### src/rtl/cdc_pkg.sv
// Shared definitions for the toggle-based CDC event path.
// Holds the FSM state encoding and the default pending-counter width.
package cdc_pkg;

   localparam logic ST_IDLE     = 1'b0;
   localparam logic ST_WAIT_ACK = 1'b1;

   localparam int CNT_W_DEF = 4;

endpackage

### src/rtl/event_toggle_tx.sv
// Source-domain front end of the toggle CDC path: queues event strobes
// in a saturating counter and launches them one at a time as toggles.
// Ports:
//   i_clk, i_rst_n    clock, synchronous active-low reset
//   i_event           one event per high cycle
//   i_ack_toggle      destination ack toggle, already synchronized
//   i_clr_overflow    clears the sticky overflow flag
//   o_toggle          registered event toggle to destination
//   o_busy            high while an event is in flight
//   o_pending         events accepted but not yet launched
//   o_overflow        sticky, an event was dropped on a full counter
module event_toggle_tx
   import cdc_pkg::*;
#(
   parameter int CNT_W = CNT_W_DEF
) (
   input  logic             i_clk,
   input  logic             i_rst_n,
   input  logic             i_event,
   input  logic             i_ack_toggle,
   input  logic             i_clr_overflow,
   output logic             o_toggle,
   output logic             o_busy,
   output logic [CNT_W-1:0] o_pending,
   output logic             o_overflow
);

   logic             state_q, state_d;
   logic             toggle_q, toggle_d;
   logic [CNT_W-1:0] pend_q, pend_d;
   logic             ovf_q, ovf_d;

   logic pend_nz;
   logic pend_full;
   logic launch;
   logic take;
   logic dec;
   logic ovf_set;

   assign pend_nz   = |pend_q;
   assign pend_full = &pend_q;

   always_ff @(posedge i_clk) begin
      if (!i_rst_n) begin
         state_q  <= ST_IDLE;
         toggle_q <= 1'b0;
         pend_q   <= '0;
         ovf_q    <= 1'b0;
      end else begin
         state_q  <= state_d;
         toggle_q <= toggle_d;
         pend_q   <= pend_d;
         ovf_q    <= ovf_d;
      end
   end

   always_comb begin
      state_d  = state_q;
      toggle_d = toggle_q;
      pend_d   = pend_q;
      ovf_d    = ovf_q;
      launch   = 1'b0;
      take     = 1'b0;
      dec      = 1'b0;
      ovf_set  = 1'b0;

      case (state_q)
         ST_IDLE: begin
            if (pend_nz || i_event) begin
               launch   = 1'b1;
               toggle_d = ~toggle_q;
               state_d  = ST_WAIT_ACK;
            end
         end
         ST_WAIT_ACK: begin
            // The ack cycle itself never launches.
            if (i_ack_toggle == toggle_q) begin
               state_d = ST_IDLE;
            end
         end
      endcase

      // A launch from an empty queue consumes the incoming
      // event directly, so that event is never counted.
      take = i_event && !(launch && !pend_nz);
      dec  = launch && pend_nz;

      if (take && !dec) begin
         if (pend_full) begin
            ovf_set = 1'b1;
         end else begin
            pend_d = pend_q + CNT_W'(1);
         end
      end else if (!take && dec) begin
         pend_d = pend_q - CNT_W'(1);
      end

      // A fresh overflow wins over a same-cycle clear.
      if (ovf_set) begin
         ovf_d = 1'b1;
      end else if (i_clr_overflow) begin
         ovf_d = 1'b0;
      end
   end

   assign o_toggle   = toggle_q;
   assign o_busy     = (state_q == ST_WAIT_ACK);
   assign o_pending  = pend_q;
   assign o_overflow = ovf_q;

endmodule

### config.mk
export PLATFORM = sky130hd
export DESIGN_NAME = event_toggle_tx
export DESIGN_NICKNAME = d
export VERILOG_FILES = /design/src/rtl/cdc_pkg.sv /design/src/rtl/event_toggle_tx.sv
export SDC_FILE = /design/constraint.sdc
export NUM_CORES = 1
export LEC_CHECK = 0
export ABC_AREA = 1
export CORE_AREA = 5 5 42 44
export DETAILED_ROUTE_END_ITERATION = 10
export DIE_AREA = 0 0 47 49
export GPL_TIMING_DRIVEN = 0
export PLACE_DENSITY = 0.62
export SETUP_SLACK_MARGIN = 0.02
export SKIP_CTS_REPAIR_TIMING = 1
export SLEW_MARGIN = 20
export SYNTH_ARGS = -nofsm -noshare
export SYNTH_HDL_FRONTEND = slang
export SYNTH_SLANG_ARGS = --single-unit
### constraint.sdc
create_clock -name i_clk -period 1.7 [get_ports i_clk]
set_input_delay 0.425 -clock i_clk [delete_from_list [all_inputs] [get_ports i_clk]]
set_output_delay 0.425 -clock i_clk [all_outputs]
set_load 0.02 [all_outputs]
==> impl_metrics.csv <==
group,metric,value,unit
detailed_routing,detail_route.vias_per_cell,4.46,
worst_setup_path,cp_cell_sequence,"dlymetal6s2s_1",
cells_and_area,postLayoutCoreUtil,0.455,
pwr,peakVddDrop,759,uV
cells_and_area,diodes,0,
placement,globalplace.congestion,0.694,
clock_tree,root_buffer,"clkbuf_4",
global_route,grt_pass1_wl,1720,um
hold_path,holdPathEnd,"o_overflow",
die,io_pins,12,
detailed_routing,postRouteWirelength,993,um
cells_and_area,fin_nets,89,
synth,synthFlopType,"dfxtp_1",
sta,relSlewSlack,0.828,
synth,ys_seq_area_frac,0.315,
pwr,power.net_switching,533,uW
synth,ys_warn_count,0,
global_route,antenna_found_initial,0,
clock_tree,htree_num_levels,1,
worst_setup_path,critPathBufInv,1,
worst_setup_path,worst_setup_path_end_kind,"output port",
die,die_h,49,um
detailed_routing,firstDrtPassIters,4,
sta,fin_skew,0.446,ps
clock_tree,clock-sinks,7,
pwr,swShare,0.460,
detailed_routing,num_vias,428,
clock_tree,cts_buffers,3,
synth,synth_area,444,um^2
hold_path,hp-class,"register to register",
placement,numPortBuffers,11,
clock_tree,clk_pin_slew_worst_paths,50,ps
pwr,clockPowerShare,0.129,
cells_and_area,mostFrequentLayoutCells,"13 x nor2_1, 9 x nand2_1, 8 x inv_1, 8 x dlymetal6s2s_1, 7 x dfxtp_1",
pwr,pwr-share-seq,0.280,
hold_path,hp-start,"o_overflow",
worst_setup_path,critPathMaxFanout,6,
global_route,grt_max_degree,7,
outcome,outcome,"finished, final reports clean",
synth,synth-edff-count,0,
worst_setup_path,crit_type,"register to output port",
worst_setup_path,cp_top_family,"flip-flops",
pwr,power.share.combinational,0.591,
sta,timing.final.crit_share,0.825,
sta,hold_violations,0,
detailed_routing,drcViolationCount,0,
worst_setup_path,crit_path_start_kind,"register",
worst_setup_path,r2r-end,"o_pending[3]",
die,design.core.area,1400,um^2
synth,synth_top_area_frac,0.315,
synth,async_flop_share,0,
die,rows,14,
synth,synthTopCellsByArea,"dfxtp_1 32%, nor2_1 11%, nand2_1 7.6%",
global_route,grt_overflow_total,0,
sta,finalSetupViolCount,0,
sta,fmax,713,MHz
cells_and_area,n_fill_cell,154,
sta,fin_crit,1400,ps
clock_tree,max-clock-path-buffers,2,
sta,fin_tns_setup,0,ps
worst_setup_path,cp_slowest_cell,"dfxtp_1",
die,start_util,0.317,
pwr,cellLeakagePower,0.388,nW
clock_tree,cts_tree,"built",
worst_setup_path,ff2ff_path_depth,9,
worst_setup_path,crit_arrival,980,ps
synth,syn_area_per_cell,6.83,um^2
worst_setup_path,r2r_slack,320,ps
flow_run,drv_cap,0,
placement,place_inst,92,
detailed_routing,drt_iter0_markers,4,
global_route,grt_pass1_vias,402,
synth,synth_top_area_cell,"dfxtp_1",
synth,syn_nets,73,
detailed_routing,ant_nets,0,
clock_tree,clk_latency,250,ps
sta,tightest_slew,258,ps
detailed_routing,wire_per_inst,10.3,um
worst_setup_path,r2r_start,"o_busy",
worst_setup_path,cp.required,1270,ps
die,die_x,47,um
cells_and_area,layout-drive-gt1-share,0.150,
pwr,p_int,626,uW
synth,synth.distinct_cells,18,
global_route,grt_usage,0.102,
sta,rsz0062_at_grt,"false",
synth,ys_ff_latch,7,
cells_and_area,layout_commonest_cell,"nor2_1",
pwr,powerDensity,1820,nW/um^2
synth,synth_cells,65,
worst_setup_path,max_stage_delay,460,ps
cells_and_area,final_cells,96,
cells_and_area,syn2layout_area_growth,43.7,%
sta,drv_slew,0,
placement,hpwl,783,um
hold_path,hold_depth,2,
die,die_area,2300,um^2
registers in the layout, summed over array words and instances (netlist names):
name / count
o_pending: 4
o_busy: 1
o_overflow: 1
o_toggle: 1
worst reg2reg max path, delay by kind of cell, from the launching register on:
kind,cells,cell delay [ps]
simple gates,7,500
flops,1,420
fa+ha+maj,1,320
compound gates,1,100
kinds of logic (layout without fill, tap and decap cells):
| group | count (synthesis) | count (layout) | share of synthesized area |
|---|---|---|---|
| adders and majority gates | 3 | 3 | 0.101 |
| AOI/OAI and AO/OA | 9 | 9 | 0.118 |
| and+or+nand+nor | 34 | 34 | 0.352 |
| buffers and inverters | 11 | 26 | 0.0930 |
| xor gates and xnor gates | 1 | 1 | 0.0197 |
| DFF | 7 | 7 | 0.315 |
power by group through the flow:
| stage | Combinational [mW] | Sequential (mW) | Clock, mW |
|---|---|---|---|
| CTS | 0.678 | 0.321 | 0.155 |
| global route | 0.782 | 0.345 | 0.170 |
| detailed placement | 0.674 | 0.323 | 0 |
| global placement | 0.661 | 0.322 | 0 |
| floorplan | 0.404 | 0.379 | 0 |
| finish | 0.685 | 0.325 | 0.149 |
worst max-delay path by stage:
stage | start | endpoint | slack (ps) | cells after the start
2_1_floorplan | o_busy | o_pending[3] | 200 | 9
3_3_place_gp | i_event | o_pending[3] | -320 | 10
3_5_place_dp | i_event | o_pending[3] | -340 | 10
4_1_cts | o_pending[1] | o_pending[1] | -100 | 1
5_1_grt | o_busy | o_pending[3] | 130 | 9
6_report | o_pending[0] | o_pending[0] | 300 | 1
stage by stage:
stage / area, um^2 / worst slack (ps) / power (mW) / hold WS [ps]
after floorplan: 444 / 202 / 0.783 / 545
after global placement: 574 / -323 / 0.983 / 483
after detailed placement: 574 / -342 / 0.998 / 489
after CTS: 601 / -103 / 1.15 / 504
after global routing: 638 / 130 / 1.30 / 557
final: 638 / 297 / 1.16 / 487
Yosys cell counts, types with 2 or more instances:
| library cell | instances |
|---|---|
| a21oi_1 | 2 |
| clkinv_1 | 2 |
| dfxtp_1 | 7 |
| ha_1 | 2 |
| inv_1 | 8 |
| nand2_1 | 9 |
| nand2_2 | 5 |
| nand3_1 | 5 |
| nor2_1 | 13 |
| o21ai_0 | 3 |
| o21ai_1 | 2 |
per-layer routing:
metal / part of all wire / vias up / wire length [um] / global-route usage
li1: - / 234 / - / -
met1: 0.47 / 185 / 467 / 0.131
met2: 0.47 / 7 / 463 / 0.140
met3: 0.044 / 2 / 44 / 0.0332
met4: 0.017 / 0 / 17 / 0.0691
met5: 0 / - / 0 / 0
final cells by class:
type,instances,area [um^2],area share
clock buffers,4,26.3,0.0412
inverters,11,41.3,0.0647
multi-input cells,47,280,0.439
flip-flops and latches,7,140,0.220
well taps,16,20.0,0.0314
repair buffers,11,130,0.204
No activity file was read; power rests on OpenSTA's default activity.
